File: src/rtl/fifo_pkg.sv
// -----------------------------------------------------------------------------
// fifo_pkg
//   Helpers shared by the async FIFO read- and write-domain controllers:
//   pointer width derivation, binary/gray conversion, and the occupancy
//   states of the read-side FWFT output buffer.
//   No ports (package).
// -----------------------------------------------------------------------------
package fifo_pkg;

  // Conversions run at a fixed maximum width; callers cast to their own width.
  localparam int PTR_W_MAX = 32;

  typedef enum logic [1:0] {
    OCC_EMPTY = 2'd0,
    OCC_ONE   = 2'd1,
    OCC_TWO   = 2'd2
  } occ_state_e;

  // Pointer width: address bits plus one wrap bit.
  function automatic int ptr_w(input int depth);
    return $clog2(depth) + 1;
  endfunction

  function automatic logic [PTR_W_MAX-1:0] bin2gray(input logic [PTR_W_MAX-1:0] b);
    return b ^ (b >> 1'b1);
  endfunction

  function automatic logic [PTR_W_MAX-1:0] gray2bin(input logic [PTR_W_MAX-1:0] g);
    logic [PTR_W_MAX-1:0] b;
    b[PTR_W_MAX-1] = g[PTR_W_MAX-1];
    for (int i = PTR_W_MAX - 2; i >= 0; i--) begin
      b[i] = b[i+1] ^ g[i];
    end
    return b;
  endfunction

endpackage

File: src/rtl/rd_ctrl_fwft_if.sv
// -----------------------------------------------------------------------------
// rd_ctrl_fwft_if
//   Signal bundle of the FIFO read-domain controller.
//   slave  : the controller (rd_ctrl_fwft)
//   master : its environment (consumer, write-pointer synchroniser, RAM)
//   Consumer : rd_rq, rdata, rvalid, empty, almost_empty, rlevel, underflow
//   Pointers : rsync_ptr2 (synchronised gray write ptr), rptr (gray read ptr)
//   RAM      : mem_ren, raddr, mem_rdata (valid the cycle after mem_ren)
// -----------------------------------------------------------------------------
interface rd_ctrl_fwft_if #(
  parameter int AW    = 4,
  parameter int WIDTH = 8
);
  logic             rd_rq;
  logic [AW:0]      rsync_ptr2;
  logic [WIDTH-1:0] mem_rdata;
  logic             mem_ren;
  logic [AW-1:0]    raddr;
  logic [AW:0]      rptr;
  logic [WIDTH-1:0] rdata;
  logic             rvalid;
  logic             empty;
  logic             almost_empty;
  logic [AW:0]      rlevel;
  logic             underflow;

  modport slave (
    input  rd_rq, rsync_ptr2, mem_rdata,
    output mem_ren, raddr, rptr, rdata, rvalid, empty, almost_empty, rlevel, underflow
  );

  modport master (
    output rd_rq, rsync_ptr2, mem_rdata,
    input  mem_ren, raddr, rptr, rdata, rvalid, empty, almost_empty, rlevel, underflow
  );
endinterface

File: src/rtl/rd_out_buf.sv
// -----------------------------------------------------------------------------
// rd_out_buf
//   Two-entry head/skid output buffer for first-word-fall-through reads.
//   occ (FSM state) counts buffered words plus the word in flight from RAM.
//   Ports: clk, rst_n, rd_rq (consumer pop), ram_empty, mem_rdata (in);
//          mem_ren, rdata (head word), rvalid (head valid), occ_nxt (out).
// -----------------------------------------------------------------------------
module rd_out_buf
  import fifo_pkg::*;
#(
  parameter int WIDTH = 8
) (
  input  logic             clk,
  input  logic             rst_n,
  input  logic             rd_rq,
  input  logic             ram_empty,
  input  logic [WIDTH-1:0] mem_rdata,
  output logic             mem_ren,
  output logic [WIDTH-1:0] rdata,
  output logic             rvalid,
  output logic [1:0]       occ_nxt
);

  occ_state_e       state_r;
  occ_state_e       state_nxt_s;
  logic [1:0]       occ_s;
  logic [1:0]       occ_nxt_s;
  logic             pop_s;
  logic             ren_s;
  logic             arr_r;
  logic             head_v_r;
  logic             skid_v_r;
  logic [WIDTH-1:0] head_r;
  logic [WIDTH-1:0] skid_r;

  assign pop_s = rd_rq & head_v_r;

  // Occupancy state register.
  always_ff @(posedge clk or negedge rst_n) begin
    if (!rst_n) begin
      state_r <= OCC_EMPTY;
    end else begin
      state_r <= state_nxt_s;
    end
  end

  // Next occupancy: one fetch in, one pop out per cycle.
  always_comb begin
    occ_nxt_s   = occ_s + {1'b0, ren_s} - {1'b0, pop_s};
    state_nxt_s = OCC_EMPTY;
    case (occ_nxt_s)
      2'd0:    state_nxt_s = OCC_EMPTY;
      2'd1:    state_nxt_s = OCC_ONE;
      2'd2:    state_nxt_s = OCC_TWO;
      default: state_nxt_s = OCC_EMPTY;
    endcase
  end

  // Outputs of the FSM: fetch only if a slot is still free after this cycle's pop.
  always_comb begin
    occ_s = 2'd0;
    case (state_r)
      OCC_EMPTY: occ_s = 2'd0;
      OCC_ONE:   occ_s = 2'd1;
      OCC_TWO:   occ_s = 2'd2;
      default:   occ_s = 2'd0;
    endcase
    ren_s = ~ram_empty & ((occ_s - {1'b0, pop_s}) < 2'd2);
  end

  // Head/skid datapath: the skid word has priority over the arriving word on a pop.
  always_ff @(posedge clk or negedge rst_n) begin
    if (!rst_n) begin
      arr_r    <= 1'b0;
      head_v_r <= 1'b0;
      skid_v_r <= 1'b0;
      head_r   <= '0;
      skid_r   <= '0;
    end else begin
      arr_r <= ren_s;
      if (pop_s) begin
        if (skid_v_r) begin
          head_r <= skid_r;
          if (arr_r) begin
            skid_r <= mem_rdata;
          end else begin
            skid_v_r <= 1'b0;
          end
        end else if (arr_r) begin
          head_r <= mem_rdata;
        end else begin
          head_v_r <= 1'b0;
        end
      end else if (arr_r) begin
        if (head_v_r) begin
          skid_r   <= mem_rdata;
          skid_v_r <= 1'b1;
        end else begin
          head_r   <= mem_rdata;
          head_v_r <= 1'b1;
        end
      end
    end
  end

  assign mem_ren = ren_s;
  assign rdata   = head_r;
  assign rvalid  = head_v_r;
  assign occ_nxt = occ_nxt_s;

endmodule

File: src/rtl/rd_ctrl_fwft.sv
// -----------------------------------------------------------------------------
// rd_ctrl_fwft
//   Read-domain controller of the async FIFO: binary/gray read pointer,
//   registered empty, read level, almost_empty, underflow pulse and an
//   optional first-word-fall-through output stage (FWFT=1).
//   Ports: r_clk (only clock), rst_n (async active-low),
//          bus (rd_ctrl_fwft_if.slave: consumer, pointer and RAM signals).
// -----------------------------------------------------------------------------
module rd_ctrl_fwft
  import fifo_pkg::*;
#(
  parameter int DEPTH     = 16,
  parameter int WIDTH     = 8,
  parameter int AE_THRESH = 2,
  parameter int FWFT      = 0
) (
  input  logic          r_clk,
  input  logic          rst_n,
  rd_ctrl_fwft_if.slave bus
);

  localparam int            PW     = ptr_w(DEPTH);
  localparam int            AW     = PW - 1;
  localparam logic [PW-1:0] AE_LIM = PW'(AE_THRESH);

  logic [PW-1:0]    rbin_r;
  logic [PW-1:0]    rptr_r;
  logic [PW-1:0]    rlevel_r;
  logic             ram_empty_r;
  logic             almost_empty_r;
  logic             underflow_r;
  logic [PW-1:0]    wbin_s;
  logic [PW-1:0]    rbin_nxt_s;
  logic [PW-1:0]    rgray_nxt_s;
  logic [PW-1:0]    rlevel_nxt_s;
  logic             mem_ren_s;
  logic             rvalid_s;
  logic             empty_s;
  logic             underflow_nxt_s;
  logic [WIDTH-1:0] rdata_s;
  logic [1:0]       occ_nxt_s;

  assign wbin_s       = PW'(gray2bin(PTR_W_MAX'(bus.rsync_ptr2)));
  assign rbin_nxt_s   = rbin_r + PW'(mem_ren_s);
  assign rgray_nxt_s  = PW'(bin2gray(PTR_W_MAX'(rbin_nxt_s)));
  // Level counts every word not yet handed to the consumer, including buffered ones.
  assign rlevel_nxt_s = wbin_s - rbin_nxt_s + PW'(occ_nxt_s);

  generate
    if (FWFT != 0) begin : g_fwft
      rd_out_buf #(.WIDTH(WIDTH)) u_out_buf (
        .clk       (r_clk),
        .rst_n     (rst_n),
        .rd_rq     (bus.rd_rq),
        .ram_empty (ram_empty_r),
        .mem_rdata (bus.mem_rdata),
        .mem_ren   (mem_ren_s),
        .rdata     (rdata_s),
        .rvalid    (rvalid_s),
        .occ_nxt   (occ_nxt_s)
      );
      assign empty_s         = ~rvalid_s;
      assign underflow_nxt_s = bus.rd_rq & ~rvalid_s;
    end else begin : g_std
      logic             rvalid_r;
      logic [WIDTH-1:0] hold_r;

      assign mem_ren_s = bus.rd_rq & ~ram_empty_r;

      // rvalid follows the RAM read latency; hold_r keeps rdata steady between words.
      always_ff @(posedge r_clk or negedge rst_n) begin
        if (!rst_n) begin
          rvalid_r <= 1'b0;
          hold_r   <= '0;
        end else begin
          rvalid_r <= mem_ren_s;
          if (rvalid_r) begin
            hold_r <= bus.mem_rdata;
          end
        end
      end

      assign rvalid_s        = rvalid_r;
      assign rdata_s         = rvalid_r ? bus.mem_rdata : hold_r;
      assign empty_s         = ram_empty_r;
      assign underflow_nxt_s = bus.rd_rq & ram_empty_r;
      assign occ_nxt_s       = 2'd0;
    end
  endgenerate

  // Read pointer, RAM-empty, level and status flags.
  always_ff @(posedge r_clk or negedge rst_n) begin
    if (!rst_n) begin
      rbin_r         <= '0;
      rptr_r         <= '0;
      ram_empty_r    <= 1'b1;
      rlevel_r       <= '0;
      almost_empty_r <= 1'b1;
      underflow_r    <= 1'b0;
    end else begin
      rbin_r         <= rbin_nxt_s;
      rptr_r         <= rgray_nxt_s;
      ram_empty_r    <= (rgray_nxt_s == bus.rsync_ptr2);
      rlevel_r       <= rlevel_nxt_s;
      almost_empty_r <= (rlevel_nxt_s <= AE_LIM);
      underflow_r    <= underflow_nxt_s;
    end
  end

  assign bus.mem_ren      = mem_ren_s;
  assign bus.raddr        = rbin_r[AW-1:0];
  assign bus.rptr         = rptr_r;
  assign bus.rdata        = rdata_s;
  assign bus.rvalid       = rvalid_s;
  assign bus.empty        = empty_s;
  assign bus.almost_empty = almost_empty_r;
  assign bus.rlevel       = rlevel_r;
  assign bus.underflow    = underflow_r;

endmodule

File: src/flat_wrapper.sv
// flat-port wrapper written by rule: the top's interface ports become plain ports
module rd_ctrl_fwft_flat import fifo_pkg::*;
#(
  parameter int DEPTH     = 16,
  parameter int WIDTH     = 8,
  parameter int AE_THRESH = 2,
  parameter int FWFT      = 0
)
  (r_clk, rst_n, bus_rd_rq, bus_rsync_ptr2, bus_mem_rdata, bus_mem_ren, bus_raddr, bus_rptr, bus_rdata, bus_rvalid, bus_empty, bus_almost_empty, bus_rlevel, bus_underflow);
  rd_ctrl_fwft_if #(.AW(4), .WIDTH(WIDTH)) bus_i ();
  input  logic r_clk;
  input  logic rst_n;
  input wire logic [$bits(bus_i.rd_rq)-1:0] bus_rd_rq;
  input wire logic [$bits(bus_i.rsync_ptr2)-1:0] bus_rsync_ptr2;
  input wire logic [$bits(bus_i.mem_rdata)-1:0] bus_mem_rdata;
  output wire logic [$bits(bus_i.mem_ren)-1:0] bus_mem_ren;
  output wire logic [$bits(bus_i.raddr)-1:0] bus_raddr;
  output wire logic [$bits(bus_i.rptr)-1:0] bus_rptr;
  output wire logic [$bits(bus_i.rdata)-1:0] bus_rdata;
  output wire logic [$bits(bus_i.rvalid)-1:0] bus_rvalid;
  output wire logic [$bits(bus_i.empty)-1:0] bus_empty;
  output wire logic [$bits(bus_i.almost_empty)-1:0] bus_almost_empty;
  output wire logic [$bits(bus_i.rlevel)-1:0] bus_rlevel;
  output wire logic [$bits(bus_i.underflow)-1:0] bus_underflow;
  assign bus_i.rd_rq = bus_rd_rq;
  assign bus_i.rsync_ptr2 = bus_rsync_ptr2;
  assign bus_i.mem_rdata = bus_mem_rdata;
  assign bus_mem_ren = bus_i.mem_ren;
  assign bus_raddr = bus_i.raddr;
  assign bus_rptr = bus_i.rptr;
  assign bus_rdata = bus_i.rdata;
  assign bus_rvalid = bus_i.rvalid;
  assign bus_empty = bus_i.empty;
  assign bus_almost_empty = bus_i.almost_empty;
  assign bus_rlevel = bus_i.rlevel;
  assign bus_underflow = bus_i.underflow;
  rd_ctrl_fwft #(.DEPTH(DEPTH), .WIDTH(WIDTH), .AE_THRESH(AE_THRESH), .FWFT(FWFT)) u_core (.r_clk(r_clk), .rst_n(rst_n), .bus(bus_i));
endmodule
File: config.mk
export PLATFORM = sky130hd
export DESIGN_NAME = rd_ctrl_fwft_flat
export DESIGN_NICKNAME = d
export VERILOG_FILES = /design/src/rtl/fifo_pkg.sv /design/src/rtl/rd_ctrl_fwft_if.sv /design/src/rtl/rd_out_buf.sv /design/src/rtl/rd_ctrl_fwft.sv /design/src/flat_wrapper.sv
export SDC_FILE = /design/constraint.sdc
export NUM_CORES = 1
export LEC_CHECK = 0
export ABC_AREA = 1
export CAP_MARGIN = 20
export CORE_ASPECT_RATIO = 1.4
export CORE_MARGIN = 4
export CORE_UTILIZATION = 51
export CTS_BUF_LIST = sky130_fd_sc_hd__clkbuf_8
export CTS_CLUSTER_SIZE = 12
export DETAILED_ROUTE_END_ITERATION = 7
export HOLD_SLACK_MARGIN = 0.1
export PLACE_DENSITY_LB_ADDON = 0.25
export SKIP_CTS_REPAIR_TIMING = 1
export SLEW_MARGIN = 40
export SYNTH_ARGS = -nofsm -noshare
export SYNTH_HDL_FRONTEND = slang
export SYNTH_SLANG_ARGS = --single-unit
File: constraint.sdc
create_clock -name r_clk -period 4.85 [get_ports r_clk]
set_input_delay 0.97 -clock r_clk [delete_from_list [all_inputs] [get_ports r_clk]]
set_output_delay 0.97 -clock r_clk [all_outputs]
set_load 0.01 [all_outputs]
# After elaboration in Yosys (flattened, before gate mapping)
# Cells that the tools add are included.
[op_classes]
mux = 1
bitwise = 8
order_cmp = 1
n_addsub = 2
n_eq_ne = 1
[op_table]
columns = ["cell", "n"]
rows = [
  ["2-to-1 mux 8 bit", 1],
  ["adder 5 x 1 -> 5 bit", 1],
  ["== test 5 bit", 1],
  ["<= comparator 5 x 2 -> 1 bit, second input constant", 1],
  ["subtractor 5 bit", 1],
  ["bitwise XOR 5 x 4 -> 5 bit", 1],
  ["bitwise XOR 1 bit", 4],
  ["bitwise AND 1 bit", 2],
  ["NOT 1 bit", 1],
]
[totals]
out_inout_bits = 27
regBits = 27
in_bits = 16

# Depth between registers and ports, before layout
[depth]
depth_word = 6
ltp_mapped = 16
depth_no_buf = 16

# Worst setup path before layout
# Ideal clock, no wire load.
[synth_path]
path_type = "in2reg"
start = "input port bus_rsync_ptr2[4]"
end = "register u_core.almost_empty_r (netlist: u_core.bus.almost_empty)"
required_time_ps = 4783
slack_ps = 2148
path_buffers = 0
cell_stages = 16
arrival_time_ps = 2634
setup_time_ps = 67
cell_sequence = "inv_1 nand2_1 nand3_2 nand2_2 xor2_2 xor2_1 ha_1 inv_1 fa_1 nand2_1 inv_1 nand3_1 nand2_1 nand2_1 nand2_1 nor2_1"
[synth_between]
elab_chain_len = 6
[synth_rtl]
columns = ["element", "line", "rtl"]
rows = [
  ["start: declaration", "flat_wrapper.sv:14", "input wire logic [$bits(bus_i.rsync_ptr2)-1:0] bus_rsync_ptr2;"],
  ["bitwise XOR 1 bit (4 in a row)", "fifo_pkg.sv:32", "b[i] = b[i+1] ^ g[i];"],
  ["subtractor 5 bit *", "rd_ctrl_fwft.sv:47", "assign rlevel_nxt_s = wbin_s - rbin_nxt_s + PW'(occ_nxt_s);"],
  ["net u_core.rlevel_nxt_s[4]", "rd_ctrl_fwft.sv:35", "logic [PW-1:0] rlevel_nxt_s;"],
  ["<= comparator 5 x 2 -> 1 bit *", "rd_ctrl_fwft.sv:105", "almost_empty_r <= (rlevel_nxt_s <= AE_LIM);"],
  ["end signal: assignment", "rd_ctrl_fwft.sv:105", ""],
  ["end: declaration", "rd_ctrl_fwft.sv:30", "logic almost_empty_r;"],
]
# The timed path passes the listed nets; every way through them passes the cells marked *.

# Worst setup path in the final report
[layout_path]
start = "input port bus_rd_rq"
end = "output port bus_mem_ren"
[layout_between]
elab_chain_len = 1
[layout_rtl]
columns = ["element", "line", "rtl"]
rows = [
  ["start: declaration", "flat_wrapper.sv:13", "input wire logic [$bits(bus_i.rd_rq)-1:0] bus_rd_rq;"],
  ["bitwise AND 1 bit", "rd_ctrl_fwft.sv:68", "assign mem_ren_s = bus.rd_rq & ~ram_empty_r;"],
  ["end: declaration", "flat_wrapper.sv:16", "output wire logic [$bits(bus_i.mem_ren)-1:0] bus_mem_ren;"],
]
# Every way passes these cells.

==> results.md <==
* Status: completed
* Leak at ~0.92 nW
* Clock buffer depth at 2
* Core Rows at 21
* YS warnings at 0
* Pre-Repair DR Iteration Count at 4
* Clock power share at 10.6%
* DR WL met2 at around 1500 um
* RSZ-0062 raised after global routing: false
* WP buf/inv at 3
* Clock sinks at 26
* Dpl hpwl at about 2300 um
* CP startpoint kind: input pin
* CP max stage delay at between 500 and 600 ps
* Synth Cell Area at 0.00136 mm2
* DR WL/cell at around 12 um
* Fin nets at 219
* Worst-Skew Late Latency at between 200 and 300 ps
* R2R Path End: u_core.bus.almost_empty
* Vias per Instance at ~5
* Clock skew at between 1.5 and 2 ps
* Final count of pins violating max slew at 0
* Peak Freq at between 0.3 and 0.4 GHz
* R2R depth at 12
* Initial antenna violation count at 0
* CP delay by family, top: buffers and inverters
* Synthesized flop and latch total at 26
* Layout fillers at 207
* Most used cell, CP: clkdlybuf4s50_1
* DRT antenna net count at 0
* Placeable core region at between 0.002 and 0.0025 mm2
* Layout cells sized above 1 at 15.5%
* Antenna Cells at 0
* Final worst-path cycle share at between 60% and 70%
* Synth cell types at 21
* Pint at ~0.00064 W
* Largest net degree at the start of global routing at 27
* CTS tree: yes
* Hold WC Path Type: reg -> reg
* WHS Path Cells at 2
* Met3 wire length at 200 um
* Hold EP: u_core.bus.underflow
* Peak VDD IR at 390 uV
* CTS H-Tree Depth at 1
* Gpl congestion at between 0.8 and 0.9
* Max-cap violation count at 0
* Switching pwr at 0.000434 W
* Drt drc at 0
* Vias in the first global route at 1179
* Crit Path Max Fanout at 4
* CP required at about 3900 ps
* Area grow syn2layout at 35.6%
* Worst flop-to-flop path startpoint: u_core.bus.empty
* Sequential power share at roughly a third
* Gr usage total at between 10% and 20%
* CP Data Arrival Time at approximately 2300 ps
* Final hold violation count at 0
* Register area share after synthesis at approximately 48%
* Total CTS buffers at 3
* Critical Path Stages at 4
* First-pass GRT wire length at roughly 5100 um
* Crit end category: primary output
* Sw Ratio at about two fifths
* Pwr dens at a little under 600 mW/mm2
* Vias at about 1.1k
* Number of buffers added on ports at 42
* Grt total ovfl at 0
* Initial core utilization at a little under three fifths
* R2R Setup Slk at roughly 2600 ps
* Crit-path cells: clkdlybuf4s50_1 > inv_1 > nor2_1 > clkdlybuf4s50_1
* Worst slew margin at between 60% and 70%
* CP max stage cell: clkdlybuf4s50_1
* Gate power share at between 50% and 60%
* DR top layer: met4
* Clock Pin Slew Worst Setup and Hold Paths at 80 ps
* Metal1 wirelength at 1050 um
* Die Wd at slightly above 50 um
* HP Start: u_core.bus.empty
* Cells after synthesis at about 150
* Final setup TNS at 0 ps
* Pin slew with the least headroom to its limit at about 550 ps
* CP Class: in -> out
* Io pins at 43
* Syn nets at 174
* Finished Core Util at between 70% and 80%
* Setup-failing EPs final at 0
* Die Y at just under 70 um
* Mean Syn Cell Area at 9.02 um2
* Clk root buf: clkbuf_8
* Routed wire length at 2790 um
* Die Footprint at between 0.003 and 0.004 mm2
* Detailed router's first-iteration violation count at 17
* Final min period at ~3300 ps
## registers in the layout (all words and copies together), names as in the netlist
name                     cells
u_core.bus.underflow         1
u_core.g_std.hold_r          8
u_core.bus.rptr              4
u_core.bus.empty             1
u_core.rbin_r                5
u_core.bus.rlevel            5
u_core.bus.rvalid            1
u_core.bus.almost_empty      1
## layout make-up
| cell class | instances | area (um2) | area share [%] |
|---|---|---|---|
| Sequential cell | 26 | 653 | 35.4 |
| Multi-Input combinational cell | 101 | 611 | 33.1 |
| Timing Repair Buffer | 42 | 415 | 22.5 |
| Inverter | 22 | 82.6 | 4.47 |
| Tap cell | 34 | 42.5 | 2.31 |
| Clock buffer | 3 | 41.3 | 2.24 |
## metal layers
layer / track usage (%) / vias to the layer above
met1: 21.2 / 527
met5: 0 / -
li1: - / 558
met2: 31.9 / 33
met3: 3.02 / 6
met4: 6.41 / 0
## cells by family after synthesis
| group | share of synthesized area [%] |
|---|---|
| XOR/XNOR | 3.13 |
| multiplexers | 6.62 |
| flip-flops | 48.0 |
| buffers and inverters | 7.17 |
| adder cells (fa/ha/maj) | 6.99 |
| AO/OA/AOI/OAI | 1.38 |
| AND/OR/NAND/NOR | 26.7 |
## worst max path at each step
stage                                  from                      end
after floorplan           bus_rsync_ptr2[4]  u_core.bus.almost_empty
after global placement    bus_rsync_ptr2[4]  u_core.bus.almost_empty
after detailed placement  bus_rsync_ptr2[4]  u_core.bus.almost_empty
after CTS                         bus_rd_rq              bus_mem_ren
after global routing      bus_rsync_ptr2[4]  u_core.bus.almost_empty
final                             bus_rd_rq              bus_mem_ren
## synth_stat cells
cell	number	area share (%)
nand4_1	1	0.46
nand2_2	11	5.1
ha_1	6	5.5
buf_6	1	0.83
clkbuf_1	1	0.28
dfstp_2	2	3.9
xor2_2	1	1.2
a21oi_1	2	0.74
mux2_2	8	6.6
nand3_1	16	5.9
nor2_1	9	2.5
nand2_1	39	11
nand3_2	1	0.74
xor2_1	3	1.9
nand3b_1	1	0.55
nand2_4	1	0.83
fa_1	1	1.5
inv_2	1	0.28
dfrtp_1	24	44
o21ai_2	1	0.64
inv_1	21	5.8
## power groups by stage
| stage | clock [W] | sequential, W | combinational [W] |
|---|---|---|---|
| finish | 0.000114 | 0.000351 | 0.000612 |
| global route | 0.000129 | 0.000363 | 0.000685 |
| CTS | 0.000119 | 0.000352 | 0.000622 |
| detailed placement | 0 | 0.000356 | 0.000616 |
| global placement | 0 | 0.000349 | 0.000595 |
| floorplan | 0 | 0.000373 | 0.000354 |
## worst register-to-register path, delay by kind of cell (launching register included)
| kind | cells | cell delay, ps |
|---|---|---|
| AND/OR/NAND/NOR | 8 | 840 |
| AO/OA/AOI/OAI | 1 | 150 |
| XOR/XNOR | 1 | 150 |
| adder cells (fa/ha/maj) | 2 | 640 |
| flip-flops | 1 | 380 |
## metrics by stage
step / cells / area, um2 / hold slack [ps] / total power, W / setup WS, ps
3_3_place_gp: 225 / 1810 / 467 / 0.000945 / 1500
2_1_floorplan: 151 / 1360 / 488 / 0.000727 / 2150
5_1_grt: 228 / 1850 / 516 / 0.00118 / 1360
3_5_place_dp: 225 / 1800 / 481 / 0.000972 / 1340
4_1_cts: 228 / 1850 / 493 / 0.00109 / 1570
6_report: 228 / 1850 / 493 / 0.00108 / 1570
## placed cells by master (no fill, tap or decap), drive strengths merged, types with 2 or more instances in the layout
cell type | netlist | layout
nand3 | 17 | 17
ha | 6 | 6
nor2 | 9 | 9
clkbuf | 1 | 3
nand2 | 51 | 51
a21oi | 2 | 2
xor2 | 4 | 4
inv | 22 | 22
dfstp | 2 | 2
dfrtp | 24 | 24
mux2 | 8 | 8
clkdlybuf4s50 | 0 | 41
No activity file was read; power rests on OpenSTA's default activity.
